File: config.mk
export PLATFORM = sky130hd
export DESIGN_NAME = hub75_bcm_driver
export DESIGN_NICKNAME = d
export VERILOG_FILES = /design/src/rtl/hub75_bcm_driver.sv
export SDC_FILE = /design/constraint.sdc
export NUM_CORES = 1
export LEC_CHECK = 0
export BUFFER_PORTS_ARGS = -buffer_cell sky130_fd_sc_hd__buf_2
export CELL_PAD_IN_SITES_DETAIL_PLACEMENT = 1
export CELL_PAD_IN_SITES_GLOBAL_PLACEMENT = 1
export CORE_MARGIN = 10
export CORE_UTILIZATION = 30
export CTS_CLUSTER_DIAMETER = 80
export DETAILED_ROUTE_END_ITERATION = 8
export GPL_TIMING_DRIVEN = 1
export PLACE_DENSITY_LB_ADDON = 0.1
export SLEW_MARGIN = 25
export SYNTH_ARGS = -nofsm -noshare
export SYNTH_HDL_FRONTEND = slang
export SYNTH_SLANG_ARGS = --single-unit
File: constraint.sdc
create_clock -name clk -period 6.6 [get_ports clk]
set_input_delay 0.99 -clock clk [delete_from_list [all_inputs] [get_ports clk]]
set_output_delay 0.99 -clock clk [all_outputs]
set_load 0.05 [all_outputs]
File: src/rtl/hub75_bcm_driver.sv
// HUB75 LED-matrix scan driver with binary-coded-modulation colour depth.
// Shifts one row pair per bit plane, latches it, then lights it for BASE_ON << plane cycles.
module hub75_bcm_driver #(
  parameter int COLS     = 64,
  parameter int ROW_BITS = 4,
  parameter int DEPTH    = 4,
  parameter int BASE_ON  = 8,
  localparam int COL_W   = $clog2(COLS),
  localparam int PL_W    = (DEPTH > 1) ? $clog2(DEPTH) : 1
) (
  input  logic                  clk,
  input  logic                  rst,
  input  logic                  en,
  output logic                  pix_req,
  output logic [COL_W-1:0]      pix_col,
  output logic [ROW_BITS-1:0]   pix_row,
  output logic [PL_W-1:0]       pix_plane,
  input  logic [3*DEPTH-1:0]    rgb0_in,
  input  logic [3*DEPTH-1:0]    rgb1_in,
  output logic                  R0,
  output logic                  G0,
  output logic                  B0,
  output logic                  R1,
  output logic                  G1,
  output logic                  B1,
  output logic                  SCLK,
  output logic                  LAT,
  output logic                  OE,
  output logic [ROW_BITS-1:0]   addr,
  output logic                  frame_done
);

  localparam int CW = COL_W + 2;
  localparam int DW = $clog2(BASE_ON << (DEPTH - 1)) + 1;
  localparam logic [CW-1:0]  LAST_CYC = CW'(2 * COLS + 1);
  localparam logic [COL_W:0] NCOLS    = (COL_W + 1)'(COLS);

  typedef enum logic [1:0] {IDLE, SHIFT, LATCH, DISPLAY} state_t;

  state_t          state, state_n;
  logic [CW-1:0]   cyc, cyc_n;
  logic [DW-1:0]   dcnt, dcnt_n;
  logic [DW-1:0]   on_len;
  logic [COL_W:0]  slot, slot_n;
  logic            plane_done;
  logic            req_n, sclk_n, lat_n, oe_n;
  logic [COL_W-1:0] col_n;

  logic [DEPTH-1:0] r0f, g0f, b0f, r1f, g1f, b1f;

  assign r0f = rgb0_in[3*DEPTH-1 -: DEPTH];
  assign g0f = rgb0_in[2*DEPTH-1 -: DEPTH];
  assign b0f = rgb0_in[DEPTH-1:0];
  assign r1f = rgb1_in[3*DEPTH-1 -: DEPTH];
  assign g1f = rgb1_in[2*DEPTH-1 -: DEPTH];
  assign b1f = rgb1_in[DEPTH-1:0];

  // Each shift slot is two cycles: phase 0 requests a pixel, phase 1 may pulse SCLK.
  assign slot   = cyc[CW-1:1];
  assign slot_n = cyc_n[CW-1:1];
  assign on_len = DW'(BASE_ON) << pix_plane;

  always_comb begin
    state_n    = state;
    cyc_n      = cyc;
    dcnt_n     = dcnt;
    plane_done = 1'b0;
    case (state)
      IDLE: begin
        if (en) state_n = SHIFT;
      end
      SHIFT: begin
        if (cyc == LAST_CYC) begin
          state_n = LATCH;
          cyc_n   = '0;
        end else begin
          cyc_n = cyc + CW'(1);
        end
      end
      LATCH: begin
        state_n = DISPLAY;
        dcnt_n  = '0;
      end
      DISPLAY: begin
        if (dcnt == on_len - DW'(1)) begin
          plane_done = 1'b1;
          state_n    = en ? SHIFT : IDLE;
          dcnt_n     = '0;
          cyc_n      = '0;
        end else begin
          dcnt_n = dcnt + DW'(1);
        end
      end
      default: state_n = IDLE;
    endcase

    // Panel strobes are decoded from the next state so they register in step with it.
    req_n  = (state_n == SHIFT) && !cyc_n[0] && (slot_n < NCOLS);
    sclk_n = (state_n == SHIFT) && cyc_n[0] && (slot_n != '0);
    lat_n  = (state_n == LATCH);
    oe_n   = (state_n != DISPLAY);
    col_n  = req_n ? slot_n[COL_W-1:0] : pix_col;
  end

  always_ff @(posedge clk) begin
    if (!rst) begin
      state      <= IDLE;
      cyc        <= '0;
      dcnt       <= '0;
      pix_row    <= '0;
      pix_plane  <= '0;
      addr       <= '0;
      {R0, G0, B0, R1, G1, B1} <= '0;
      SCLK       <= 1'b0;
      LAT        <= 1'b0;
      OE         <= 1'b1;
      pix_req    <= 1'b0;
      pix_col    <= '0;
      frame_done <= 1'b0;
    end else begin
      state      <= state_n;
      cyc        <= cyc_n;
      dcnt       <= dcnt_n;
      SCLK       <= sclk_n;
      LAT        <= lat_n;
      OE         <= oe_n;
      pix_req    <= req_n;
      pix_col    <= col_n;
      frame_done <= 1'b0;

      if (state_n == LATCH) addr <= pix_row;

      // RAM data answering the phase-0 request is valid during phase 1.
      if (state == SHIFT && cyc[0] && slot < NCOLS) begin
        R0 <= r0f[pix_plane];
        G0 <= g0f[pix_plane];
        B0 <= b0f[pix_plane];
        R1 <= r1f[pix_plane];
        G1 <= g1f[pix_plane];
        B1 <= b1f[pix_plane];
      end

      if (plane_done) begin
        if (pix_plane == PL_W'(DEPTH - 1)) begin
          pix_plane  <= '0;
          pix_row    <= pix_row + ROW_BITS'(1);
          frame_done <= &pix_row;
        end else begin
          pix_plane <= pix_plane + PL_W'(1);
        end
      end
    end
  end

endmodule

==> results of run 1 <==
==> Yosys cell counts (3+ instances only) <==
cell type / instances / area, sq um
mux2_2: 3 / 33.8
ha_1: 8 / 100
nor2_1: 32 / 120
nand2_1: 24 / 90.1
mux2i_1: 9 / 90.1
and3_2: 3 / 22.5
and3_1: 4 / 25.0
mux4_2: 6 / 135
buf_2: 5 / 25.0
inv_1: 9 / 33.8
a21oi_1: 23 / 115
nand3_1: 12 / 60.1
nor3b_1: 4 / 30.0
nor3_1: 6 / 30.0
a31o_2: 4 / 35.0
clkbuf_1: 8 / 30.0
a31oi_1: 3 / 18.8
clkbuf_8: 3 / 41.3
dfxtp_1: 44 / 881
o21ai_0: 9 / 45.0
==> power by group <==
group,internal (uW),total (uW),switching (uW)
clock,75.2,179,103
combinational,20.7,55.7,34.9
sequential,269,274,5.07
total,365,508,143
==> worst paths after layout <==
check                                  start          to  slack (ns)
worst max-delay path            pix_plane[0]  pix_col[3]        3.84
worst min-delay path                 addr[0]     addr[0]        0.46
worst max register to register  pix_plane[0]  pix_col[3]        3.84
worst min register to register       addr[0]     addr[0]        0.46
==> kinds of logic (layout without fill, tap and decap cells) <==
family,count (synthesis),in the layout,share of synthesized area (%)
AOI/OAI and AO/OA,62,62,18.4
xor gates and xnor gates,5,5,2.05
adders and majority gates,8,8,4.00
buffers and inverters,28,71,6.41
DFF,44,44,35.2
muxes,19,19,11.3
and+or+nand+nor,108,108,22.7
==> routing by layer <==
layer / up-vias / GRT usage (%)
met3: 6 / 3.52
met1: 1030 / 15.1
met2: 46 / 16.8
met4: 0 / 2.40
met5: - / 0
li1: 1061 / -
==> flip-flops by register name, indices dropped and copies added (netlist names), 2 cells and up <==
register	flops
cyc	8
dcnt	7
pix_col	6
addr	4
pix_row	4
pix_plane	2
state	2
==> critical path, stage by stage, from the launching register on <==
cell and delay (ns):
dfxtp_1 0.71, inv_1 0.10, ha_1 0.22, or2b_1 0.27, mux2i_4 0.22, nand3_4 0.17
a221oi_4 0.58, a21oi_1 0.15, a31o_2 0.23
==> layout make-up <==
class / count / share of cell area (%)
Multi-Input combinational cell: 202 / 50.8
Sequential cell: 44 / 30.7
Timing Repair Buffer: 54 / 9.50
Tap cell: 105 / 4.58
Clock buffer: 5 / 2.40
Inverter: 9 / 1.18
Clock inverter: 3 / 0.828
==> metrics by stage <==
stage	hold WS (ns)	worst slack (ns)	util [%]
2_1_floorplan	0.456	3.73	-
3_3_place_gp	0.444	3.88	34.0
3_5_place_dp	0.452	3.80	34.0
4_1_cts	0.468	3.78	35.1
5_1_grt	0.486	3.54	35.1
6_report	0.464	3.84	35.1
==> run metrics, run 1 <==
asr flop ratio synth 0%; multi-input combinational cell area about 1500 sq um; met2 routed WL 3.06 mm; root buf cell clkbuf_8; Filler cells 992; vias per cell 5.08; postcts setup bufs 0; global-route usage over all layers between 10 and 15%; WL met1 3.38 mm; CP required 6.79 ns; sequential share of the synthesized area a little over a third; nets@finish 351; Mapped Nets 309; Resize count post-CTS 0; core box area 8180 sq um; clock latency on the worst-skew pair 0.30 ns; Max-Cap Viols 0; DR iter-0 viols 90; Peak VDD IR between 0.09 and 0.1 mV; final hold vios 0; Placed Area roughly 2800 sq um; critical path class register to register; Top Metal Used met4; skew final 0.0139 ns; Fmax 362 MHz; endpoints failing setup 0; Placed Cells slightly above 400; total grt overflow 0; DPL Wire Length 5.17 mm; total power 508 uW; Synth Area per Inst 9.12 sq um; synth warn 0; Initial Util 30.6%; IO Port Bufs 53; commonest non-fill, non-tap cell in the layout buf_2; WL met3 between 300 and 400 um; Leakage 0.00113 uW; storage element area 881 sq um; worst min path class register to register; TritonCTS Buffers 5; Die Y-Extent about 110 um; Worst R2R Path Depth 8; startpoint types register; # DRC 0; wire length per cell 16.3 um; share of cells above drive strength 1 between 30% and 40%; CP endpoint kind register; Cells on Worst Hold Path 2; FF+latch count, synth 44; RePlAce Congestion 0.756; Setup TNS 0 ns; number of flops mapped to enable cells by yosys 0; Netlist Area Pre-Place 2500 sq um; Final min period approximately 2.8 ns; Finished Cell Area around 2900 sq um; FP Rows 33; vias in the first global route around 2300; first-pass GRT wire length between 10 and 15 mm; clk buf depth 2; Total Wirelength 6.86 mm; Max FO, Critical Path 13; clk sink count 44; Layout Cells excl Fill 422; RSZ-0062 raised after global routing no; actual slew at the worst max-slew pin 0.810 ns; Via Count 2143; pwr dens 177 nW/um^2; Syn Inst Count 274; io pins 54; area grow syn2layout 14.8%; fin. max-slew vios 0; most frequent cells in the layout 53 x buf_2, 44 x dfxtp_1, 32 x nor2_1, 24 x nand2_1, 23 x a21oi_1; Synth Flop Type dfxtp_1; die area ~12000 sq um; arrival time at the worst endpoint a little under 3 ns; status finished clean; clock transition at the registers of the reported paths 0.10 ns; hold_buf cts 0; synth unique cells 64; n_diodes 0; Final period util 41.9%; CTS H-Tree Depth 2; TritonCTS clock tree done; largest net degree at the start of global routing 33; antenna violations before repair 0; relative slew slack 45.9%; first-pass detailed-route iteration total 4; chip width 111 um; antenna viol nets, final 0
Note: power is estimated with default switching activity, not from simulation.
==> run 2, diff against run 1 <==
==> constraint.sdc (replaced) <==
create_clock -name clk -period 2.66 [get_ports clk]
set_input_delay 0.399 -clock clk [delete_from_list [all_inputs] [get_ports clk]]
set_output_delay 0.399 -clock clk [all_outputs]
set_load 0.05 [all_outputs]
==> run 2 against run 1 <==
  * Critical path depth up 1
  * Count of clock-buffer cells in the layout unchanged
  * Critical endpoint unchanged
  * Core utilization up 1.6 points
  * Cell area up 4.6%
  * Clock power rose to 3.0 times the previous value
  * Final cell count up 3.1%
  * Setup slack worse by 3.6 ns
  * Global-route usage up 0.37 points
  * Sequential share of layout area down 1.2 points
  * Flip-flop and latch count unchanged
  * First-iteration DRC count down 6.7%
==> run metrics, run 2 (same netlist as run 1, synthesis figures left out) <==
# DRC 0; Worst R2R Path Depth 9; largest net degree at the start of global routing 17; max FFs per register 8; FP Rows 33; Max-Cap Viols 0; Cells on Worst Hold Path 2; nets@finish 364; clock latency on the worst-skew pair 0.30 ns; die area between 10000 and 15000 sq um; RePlAce Congestion roughly 0.83; global-route usage over all layers between 10% and 20%; DPL Wire Length 5.55 mm; clock power share 39.6%; Fmax 420 MHz; first-pass GRT wire length 12.0 mm; startpoint types register; core box area 8180 sq um; TritonCTS clock tree done; Final period util about 90%; skew final 0.00818 ns; root buf cell clkbuf_8; switching pwr 364 uW; commonest non-fill, non-tap cell in the layout buf_2; vias in the first global route between 2000 and 2500; Initial Util 30.6%; Final min period 2.38 ns; fin. max-slew vios 0; Seq pwr share around 50%; pre-CTS WS roughly 0.18 ns; Via Count 2201; clk sink count 44; antenna violations before repair 0; Leakage 0.00121 uW; Total Wirelength 7.13 mm; io pins 54; actual slew at the worst max-slew pin 0.582 ns; combinational share of power 11.3%; worst min path class input port to register; pwr dens 458 nW/um^2; wire length per cell 16.4 um; clk buf depth 2; n_diodes 0; IO Port Bufs 53; Internal 1010 uW; CP required ~2.9 ns; vias per cell 5.06; Peak VDD IR 0.180 mV; chip width 111 um; TritonCTS Buffers 5; RSZ-0062 raised after global routing no; CP endpoint kind register; Max FO, Critical Path 12; critical path class register to register; Filler cells 999; final worst slack 0.278 ns; Die Y-Extent 111 um; final hold vios 0; hold_buf cts 0; most frequent cells in the layout 53 x buf_2, 42 x dfxtp_1, 32 x nor2_1, 24 x nand2_1, 23 x a21oi_1; first-pass detailed-route iteration total 4; Sw Share 26.5%; relative slew slack between 60% and 70%; DR iter-0 viols 84; status finished clean; share of cells above drive strength 1 between 30% and 40%; total grt overflow 0; CTS H-Tree Depth 2; top flop regs cyc: 8 flops, dcnt: 7 flops, pix_col: 6 flops; Biggest register cyc; arrival time at the worst endpoint 2.59 ns; Setup TNS 0 ns; clock transition at the registers of the reported paths about 0.09 ns; antenna viol nets, final 0; endpoints failing setup 0; area grow syn2layout 20.1%
==> run 2: power groups by stage <==
stage               Combinational (uW)  Sequential, uW  Clock (uW)
finish                             155             674         545
global route                       172             676         592
CTS                                158             676         574
detailed placement                 157             691           0
global placement                   157             691           0
floorplan                         88.3             709           0
==> run 2: area by class of cell <==
class	instances	area, sq um	share of cell area (%)
timing repair buffer	67	370	12.3
clock inverter	3	46.3	1.54
multi-input combinational	202	1470	48.8
tap	105	131	4.38
inverter	9	33.8	1.13
sequential	44	886	29.5
clock buffer	5	68.8	2.29
==> run 2: through the flow <==
| stage | power (uW) | instance area (sq um) | util [%] | std cells | hold slack, ns |
|---|---|---|---|---|---|
| after global routing | 1440 | 3000 | 36.7 | 435 | 0.456 |
| after CTS | 1410 | 2990 | 36.6 | 435 | 0.439 |
| final | 1370 | 3000 | 36.7 | 435 | 0.454 |
| after floorplan | 797 | 2500 | - | 274 | 0.456 |
| after global placement | 847 | 2880 | 35.2 | 427 | 0.447 |
| after detailed placement | 848 | 2880 | 35.2 | 427 | 0.445 |
==> run 2: final timing paths <==
check	from	to	slack [ns]
worst min-delay path	rst	OE	0.45
worst min register to register	addr[3]	addr[3]	0.46
worst max-delay path	pix_plane[1]	pix_col[3]	0.28
worst max register to register	pix_plane[1]	pix_col[3]	0.28
==> run 2: what timing repair did <==
action                                  4_1_cts  5_1_grt
gates resized for setup                       0        2
endpoints found under the setup margin        0        3
hold endpoints to repair                      0        0
setup buffers                                 0        0
==> run 2: per-layer routing <==
layer	share of wire (%)	vias to the layer above	GRT usage, %	wire length [um]
met1	44	1047	13.3	3170
met5	0	-	0	0
met4	1.3	0	3.86	93
met2	48	55	19.2	3410
li1	-	1091	-	-
met3	6.5	8	4.11	462
==> run 2: worst max-delay path, stage by stage (launching register included) <==
cell	delay, ns
dfxtp_4	0.43
inv_1	0.08
ha_1	0.21
xnor2_2	0.24
mux2i_4	0.34
nand3_4	0.17
a221oi_4	0.28
buf_4	0.23
a21oi_1	0.09
a31o_2	0.22
